==> src/rtl/reg_scoreboard_pkg.sv <==
// Shared processor package for the register scoreboard.
// Holds the architectural register geometry, the PC index (never tracked)
// and the shadow-slot record that mirrors one pipeline stage.
package reg_scoreboard_pkg;

  localparam int NUM_REGS = 15;
  localparam int IDX_W    = 4;
  localparam logic [IDX_W-1:0] PC_IDX = 4'd15;

  // One shadow pipeline slot: does the stage hold a register writer,
  // which register, and is it a load (result only ready after MEM).
  typedef struct packed {
    logic             valid;
    logic [IDX_W-1:0] dest;
    logic             mem_read;
  } slot_t;

  function automatic slot_t slot_bubble();
    return '0;
  endfunction

endpackage

==> src/rtl/slot_match.sv <==
// Compares one ID-stage source operand against one shadow slot.
// Ports:
//   slot    - shadow slot record {valid, dest, mem_read}
//   src     - source register index
//   src_vld - the source is actually read by the instruction
//   match   - source depends on the slot's pending write
// PC reads never match: the PC is not a tracked register.
module slot_match
  import reg_scoreboard_pkg::*;
(
  input  slot_t            slot,
  input  logic [IDX_W-1:0] src,
  input  logic             src_vld,
  output logic             match
);

  assign match = src_vld & slot.valid & (slot.dest == src) & (src != PC_IDX);

endmodule

==> src/rtl/reg_scoreboard.sv <==
// Register scoreboard: tracks register writers in EXE/MEM/WB and raises a
// combinational stall request when the instruction in ID reads a result
// that is not yet available.
// Ports:
//   clk, rst                - clock, asynchronous active-high reset
//   freeze                  - memory stall, all slots hold (beats flush)
//   flush                   - kill the instruction in ID
//   fwd_en                  - forwarding present: only load-use stalls
//   id_src1/2, id_src*_vld  - ID source indices and their read enables
//   id_valid/id_wb_en/id_mem_read/id_dest - ID instruction attributes
//   wb_en_in, wb_dest_in    - actual register-file write port
//   hazard                  - stall request to IF/ID
//   pending                 - bit i set when EXE or MEM targets Ri
//   wb_err                  - sticky WB slot vs write-port mismatch
module reg_scoreboard
  import reg_scoreboard_pkg::*;
#(
  parameter int NUM_REGS = reg_scoreboard_pkg::NUM_REGS,
  parameter int IDX_W    = reg_scoreboard_pkg::IDX_W
) (
  input  logic                clk,
  input  logic                rst,
  input  logic                freeze,
  input  logic                flush,
  input  logic                fwd_en,
  input  logic [IDX_W-1:0]    id_src1,
  input  logic [IDX_W-1:0]    id_src2,
  input  logic                id_src1_vld,
  input  logic                id_src2_vld,
  input  logic                id_valid,
  input  logic                id_wb_en,
  input  logic                id_mem_read,
  input  logic [IDX_W-1:0]    id_dest,
  input  logic                wb_en_in,
  input  logic [IDX_W-1:0]    wb_dest_in,
  output logic                hazard,
  output logic [NUM_REGS-1:0] pending,
  output logic                wb_err
);

  // The register file writes on the falling edge, so a WB-slot hit is
  // readable in the same cycle. Set this if the RF ever moves to a
  // rising-edge write and WB hits must stall too.
  localparam logic WB_STALL = 1'b0;

  localparam int SLOT_EXE = 0;
  localparam int SLOT_MEM = 1;
  localparam int SLOT_WB  = 2;

  slot_t r_exe, r_mem, r_wb;
  logic  r_wb_err;

  slot_t [2:0]            w_slot;
  logic  [1:0][IDX_W-1:0] w_src;
  logic  [1:0]            w_src_vld;
  logic  [1:0][2:0]       w_match;   // [source][slot]

  logic  w_exe_hit, w_mem_hit, w_wb_hit;
  logic  w_issue, w_wb_mismatch;
  slot_t w_exe_next;

  assign w_slot[SLOT_EXE] = r_exe;
  assign w_slot[SLOT_MEM] = r_mem;
  assign w_slot[SLOT_WB]  = r_wb;
  assign w_src            = {id_src2, id_src1};
  assign w_src_vld        = {id_src2_vld, id_src1_vld};

  for (genvar s = 0; s < 2; s++) begin : g_src
    for (genvar k = 0; k < 3; k++) begin : g_slot
      slot_match u_match (
        .slot    (w_slot[k]),
        .src     (w_src[s]),
        .src_vld (w_src_vld[s]),
        .match   (w_match[s][k])
      );
    end
  end

  assign w_exe_hit = w_match[0][SLOT_EXE] | w_match[1][SLOT_EXE];
  assign w_mem_hit = w_match[0][SLOT_MEM] | w_match[1][SLOT_MEM];
  assign w_wb_hit  = w_match[0][SLOT_WB]  | w_match[1][SLOT_WB];

  // With forwarding only a load still in EXE is unresolvable (load-use);
  // without it any EXE/MEM producer stalls the reader.
  always_comb begin
    hazard = 1'b0;
    if (id_valid) begin
      if (fwd_en) hazard = w_exe_hit & r_exe.mem_read;
      else        hazard = w_exe_hit | w_mem_hit;
      hazard = hazard | (WB_STALL & w_wb_hit);
    end
  end

  always_comb begin
    pending = '0;
    for (int i = 0; i < NUM_REGS; i++)
      pending[i] = (r_exe.valid && r_exe.dest == IDX_W'(i)) ||
                   (r_mem.valid && r_mem.dest == IDX_W'(i));
  end

  // A stalled or flushed ID instruction, or a PC write, enters EXE as a bubble.
  assign w_issue = id_valid & id_wb_en & ~hazard & ~flush & (id_dest != PC_IDX);

  always_comb begin
    w_exe_next = slot_bubble();
    if (w_issue) begin
      w_exe_next.valid    = 1'b1;
      w_exe_next.dest     = id_dest;
      w_exe_next.mem_read = id_mem_read;
    end
  end

  assign w_wb_mismatch = (r_wb.valid != wb_en_in) ||
                         (r_wb.valid && wb_en_in && (r_wb.dest != wb_dest_in));

  always_ff @(posedge clk or posedge rst) begin
    if (rst) begin
      r_exe    <= '0;
      r_mem    <= '0;
      r_wb     <= '0;
      r_wb_err <= 1'b0;
    end else if (!freeze) begin
      r_wb  <= r_mem;
      r_mem <= r_exe;
      r_exe <= w_exe_next;
      if (w_wb_mismatch) r_wb_err <= 1'b1;
    end
  end

  assign wb_err = r_wb_err;

endmodule
==> config.mk <==
export PLATFORM = sky130hd
export DESIGN_NAME = reg_scoreboard
export DESIGN_NICKNAME = d
export VERILOG_FILES = /design/src/rtl/reg_scoreboard_pkg.sv /design/src/rtl/slot_match.sv /design/src/rtl/reg_scoreboard.sv
export SDC_FILE = /design/constraint.sdc
export NUM_CORES = 1
export LEC_CHECK = 0
export BUFFER_PORTS_ARGS = -buffer_cell sky130_fd_sc_hd__buf_2
export CORE_MARGIN = 2
export CORE_UTILIZATION = 40
export DETAILED_ROUTE_END_ITERATION = 16
export PLACE_DENSITY_LB_ADDON = 0.25
export SKIP_LAST_GASP = 1
export SLEW_MARGIN = 20
export SYNTH_ARGS = -nofsm -noshare
export SYNTH_HDL_FRONTEND = slang
export SYNTH_SLANG_ARGS = --single-unit
export TNS_END_PERCENT = 100
==> constraint.sdc <==
create_clock -name clk -period 4.1 [get_ports clk]
set_input_delay 0.205 -clock clk [delete_from_list [all_inputs] [get_ports clk]]
set_output_delay 0.205 -clock clk [all_outputs]
set_load 0.02 [all_outputs]
Word-level counts from Yosys, hierarchy flattened
Cells that the tools add are included.
W data, S select, Z words.

word-level totals
  bits in registers = 17
  bits in latches = 0
  RAM bits = 0
  ROM bits = 0
  bits of input ports = 27
  output and inout port bits = 17
  word-level logic and storage cells = 122
  memories = 0

cells by class
  $add $sub $neg = 0
  multiply operators = 0
  div/mod/pow operators = 0
  magnitude comparators = 0
  eq/ne operators = 37
  shifts and indexed selects = 0
  mux-type cells = 3
  bitwise logic cells = 23
  reduce and logical (&&, ||, !) cells = 51

operators by type and width
  kind                  count
  $eq A4 B4 Y1 const B  14
  $eq A4 B3 Y1 const B  8
  $logic_and A1 B1 Y1   32
  $and A1 B1 Y1         17
  $eq A4 B2 Y1 const B  4
  $eq A4 B4 Y1          4
  $logic_or A1 B1 Y1    16
  $ne A4 B4 Y1 const B  3
  $eq A4 B1 Y1 const B  2
  $logic_not A4 Y1      2
  $mux W6               1
  $ne A4 B4 Y1          1
  $not A1 Y1            3
  $or A1 B1 Y1          3
  $mux W1               2
  $reduce_and A2 Y1     1
  $ne A1 B1 Y1          1

Logic depth before layout (Yosys ltp)
  depth in word-level cells = 12
  depth in mapped cells = 7
  depth with buffers taken out = 6

Cells and area by module
From an unflattened synthesis, not the netlist that was laid out.

unflattened totals
  cell total of the unflattened synthesis = 128
  area, all modules = 1271.2 um^2

modules (own cells, without submodules)
  module          instances  cells an instance  area each (um^2)  sequential area each (um^2)
  reg_scoreboard  1          96                 1021.0            450.4
  slot_match      4          8                  62.6              0.0

Worst setup path after synthesis
OpenSTA, ideal clock, no wires.

  kind = register -> output
  start = register r_exe[3] (netlist name)
  end = output hazard
  arrival time = 1.706 ns
  data required time = 3.895 ns
  path slack = 2.189 ns
  stages on the path, launching flop included = 8
  path buffers = 1
  cells stage by stage = dfrtp_1 -> buf_6 -> xnor2_1 -> nand4_1 -> or4_4 -> nand2_1 -> o21bai_1 -> a21boi_1

on the way
  word-level cells in the longest chain between the ends = 7
  elaborated cells on any way between the ends = 11
  those cells by class = 2 x eq/ne; 2 x mux; 7 x bitwise

ends and longest elaborated chain
  what                                           line                                        RTL
  from (decl)                                    reg_scoreboard.sv:50                        slot_t r_exe, r_mem, r_wb;
  from (signal assigned)                         reg_scoreboard.sv:125                       r_exe <= w_exe_next;
  $eq A4 B4 Y1                                   slot_match.sv:17                            assign match = src_vld & slot.valid & (slot.dest == src) & (src != PC_IDX);
  $and A1 B1 Y1 (2 in a row)                     slot_match.sv:17
  $or A1 B1 Y1 (*)                               reg_scoreboard.sv:79                        assign w_exe_hit = w_match[0][SLOT_EXE] | w_match[1][SLOT_EXE];
  $or A1 B1 Y1 or $and A1 B1 Y1 (tied branches)  reg_scoreboard.sv:89, reg_scoreboard.sv:88
  $mux W1 (*)                                    reg_scoreboard.sv:88                        if (fwd_en) hazard = w_exe_hit & r_exe.mem_read;
  $mux W1 (*)                                    reg_scoreboard.sv:87                        if (id_valid) begin
  to (decl)                                      reg_scoreboard.sv:36                        output logic hazard,

Every way passes the cells marked *; elsewhere a longest branch is shown, timed or not.

Worst setup path after layout
  start = register r_exe[2] (netlist name)
  end = output hazard

Same word-level chain as after synthesis.

==> results_dict.tcl <==
set metrics [dict create \
    synthMuxAreaShare_pct 8.13 \
    peakVddDrop_v 0.000168 \
    final_core_util_pct 48.9 \
    crit_path_end_kind "primary output" \
    yosysTopAreaCellShare_pct 34.1 \
    startpoint_type "flip-flop" \
    outcome "finished with violations" \
    max_cap_viol_count 0 \
    drc_errors 0 \
    hold_viol_final 17 \
    port_buffers 43 \
    skew_ns 0.00411 \
    yosys_warnings 0 \
    dieArea_mm2 0.00358 \
    ys_seq_area_share_pct 34.1 \
    fin_cells 201 \
    synth-edff-count 0 \
    cts_root_buffer "clkbuf_4" \
    synthSimpleGateAreaFrac_pct 17.9 \
    globalplace.congestion 0.868 \
    grt_pass1_wl_um 4800 \
    rsz0062_at_grt "false" \
    worst_path_max_delay_cell "or4_4" \
    ant_nets 0 \
    cts-buffers-inserted 3 \
    grt_usage_pct 17.6 \
    wire_per_inst_um 14.7 \
    arrival_ns 2.11 \
    via_per_inst 5.62 \
    drive_gt1_share_pct 31.0 \
    m1WireLength_um 1410 \
    syn-num-nets 161 \
    critPathMaxStageDelay_ns 0.56 \
    synth.largest_area_cell "dfrtp_1" \
    cts_tree "yes" \
    netlist_top_cells_area "dfrtp_1, xor2_1, mux2_1, o22ai_1, xnor2_1" \
    row_count 20 \
    cts_resized 0 \
    synthFlopType "dfrtp_1" \
    placed_area_mm2 0.00144 \
    rrSetupSlack_ns 2.16 \
    drt_wl_total_um 2950 \
    h-tree-depth 1 \
    cts.sinks 17 \
    fill_cells 311 \
    synth_xor_area_share_pct 14.1 \
    violations "negative hold slack" \
    dp_cells 197 \
    yosysMostFrequentCell "dfrtp_1" \
    slew_headroom_pct 56.8 \
    synth_async_sr_flop_share_pct 100 \
    cts_max_path_buffers 2 \
    hold_class "input port to asynchronous set/reset pin" \
    layout.nets 197 \
    drt_iter0_drc 71 \
    fin_tns_setup_ns 0 \
    area_growth_pct 17.8 \
    power_leakage_nw 0.705 \
    dr.max_layer_used "met4" \
    dpl.hpwl_um 2250 \
    synth_compound_area_share_pct 19.0 \
    synth_area_per_cell_um2 9.37 \
    grt_overflow_total 0 \
    first_pass_iters 4 \
    met3_length_um 156 \
    finalCriticalPeriod_ns 2.32 \
    clock_latency_ns 0.29 \
    ys_ff_latch 17 \
    ys_types 33 \
    max_freq_ghz 0.431 \
    met2WireLength_um 1370 \
    critical_path.max_fanout 12 \
    rr_startpoint "r_exe[2]" \
    power_density_mw_per_mm2 256 \
    path_cells "xor2_1 > or4_4 > nand2_1 > o21bai_1 > a21boi_1 > buf_2" \
    final_max_slew_viol_count 0 \
    vias 1129 \
    setup-violations-final 0 \
    finish.instance_area_mm2 0.00147 \
    synth_top_family_by_area "compound AO/OA/AOI/OAI gates" \
    cts_setup_buffers 0 \
    diodes 0 \
    antenna_found_initial 0 \
    synthCells 133 \
    hold_buffers 0 \
    initial_core_util_pct 41.5 \
    chipHeight_um 59.8 \
    criticalPathCategory "flip-flop to primary output" \
    synthTopCellsByCount "dfrtp_1, o22ai_1, xor2_1" \
    grt_pass1_vias 1069 \
    core_mm2 0.00300 \
    rr_worst_depth 5 \
    syn_area_mm2 0.00125 \
    die_x_um 59.8 \
    whs_ns -0.0172 \
    reg2reg_to "r_exe[4]" \
    synthAdderAreaFrac_pct 1.00 \
    tightest_slew_ns 0.647 \
    grt_max_degree 20 \
    cts.clk_slew.worst_paths_ns 0.10 \
    period_share_pct 56.5 \
    ios 44 \
    worst_ep_required_time_ns 3.89 \
]
==> cell usage in the layout (no fill, tap or decap), drive strengths merged, types with 2 or more instances in the layout <==
cell type / Yosys / final
o21bai: 2 / 2
buf: 8 / 43
nand3: 5 / 5
xor2: 12 / 12
o32ai: 2 / 2
a22o: 6 / 6
xnor2: 8 / 8
o22ai: 12 / 12
inv: 3 / 3
dfrtp: 17 / 17
mux2: 9 / 9
nand3b: 3 / 3
nor3: 2 / 2
a21boi: 2 / 2
nand4: 7 / 7
clkbuf: 4 / 4
nand2: 11 / 11
nor2: 5 / 5
nand2b: 5 / 5
==> layer usage <==
| metal | GRT usage, % | vias to the layer above |
|---|---|---|
| li1 | - | 555 |
| met1 | 22.0 | 530 |
| met2 | 28.1 | 42 |
| met3 | 3.46 | 2 |
| met4 | 9.84 | 0 |
| met5 | 0 | - |
==> critical path: cells and delay by family (launching register included) <==
family / cells / cell delay, ns
flops: 1 / 0.53
simple gates: 2 / 0.70
compound gates: 2 / 0.23
xor+xnor: 1 / 0.20
buf+inv: 1 / 0.17
==> flip-flops by register name (all words and copies together), names as in the netlist <==
signal and count:
wb_err 1, r_wb 5, r_exe 6, r_mem 5
==> where the power goes <==
group	internal, mW	total, mW	switching, mW	leakage, nW
logic	0.0409	0.0835	0.0426	0.464
registers	0.179	0.202	0.0231	0.226
clock network	0.0378	0.0910	0.0531	0.0150
total	0.257	0.376	0.119	0.705
==> logic make-up (layout without fill, tap and decap cells) <==
logic type      Yosys count  in the layout
simple gates             41             41
compound gates           30             30
xor+xnor                 20             20
flops                    17             17
buf+inv                  15             50
mux                       9              9
fa+ha+maj                 1              1
==> per-stage QoR <==
stage / setup slack, ns / hold slack, ns / power (mW)
after detailed placement: 2.11 / 0.331 / 0.289
final: 1.78 / -0.0172 / 0.376
after CTS: 1.79 / 0.00863 / 0.378
after floorplan: 2.19 / 0.131 / 0.260
after global routing: 1.67 / 0.0192 / 0.398
after global placement: 2.17 / 0.310 / 0.286
==> layout make-up <==
| cell class | instances | area (um2) | share of cell area, % |
|---|---|---|---|
| clock buffer | 4 | 26.3 | 1.79 |
| inverter | 3 | 11.3 | 0.767 |
| multi-input combinational | 101 | 748 | 51.0 |
| sequential | 17 | 425 | 29.0 |
| tap | 33 | 41.3 | 2.81 |
| timing repair buffer | 43 | 215 | 14.7 |
==> how the worst max path moves through the flow <==
stage / cells after the start / endpoint / slack, ns / from
after floorplan: 7 / hazard / 2.19 / r_exe[3]
after global placement: 6 / hazard / 2.17 / r_exe[2]
after detailed placement: 6 / hazard / 2.11 / r_exe[2]
after CTS: 6 / hazard / 1.79 / r_exe[2]
after global routing: 6 / hazard / 1.67 / r_exe[1]
final: 6 / hazard / 1.78 / r_exe[2]
Power figures use the tool's default switching activity.
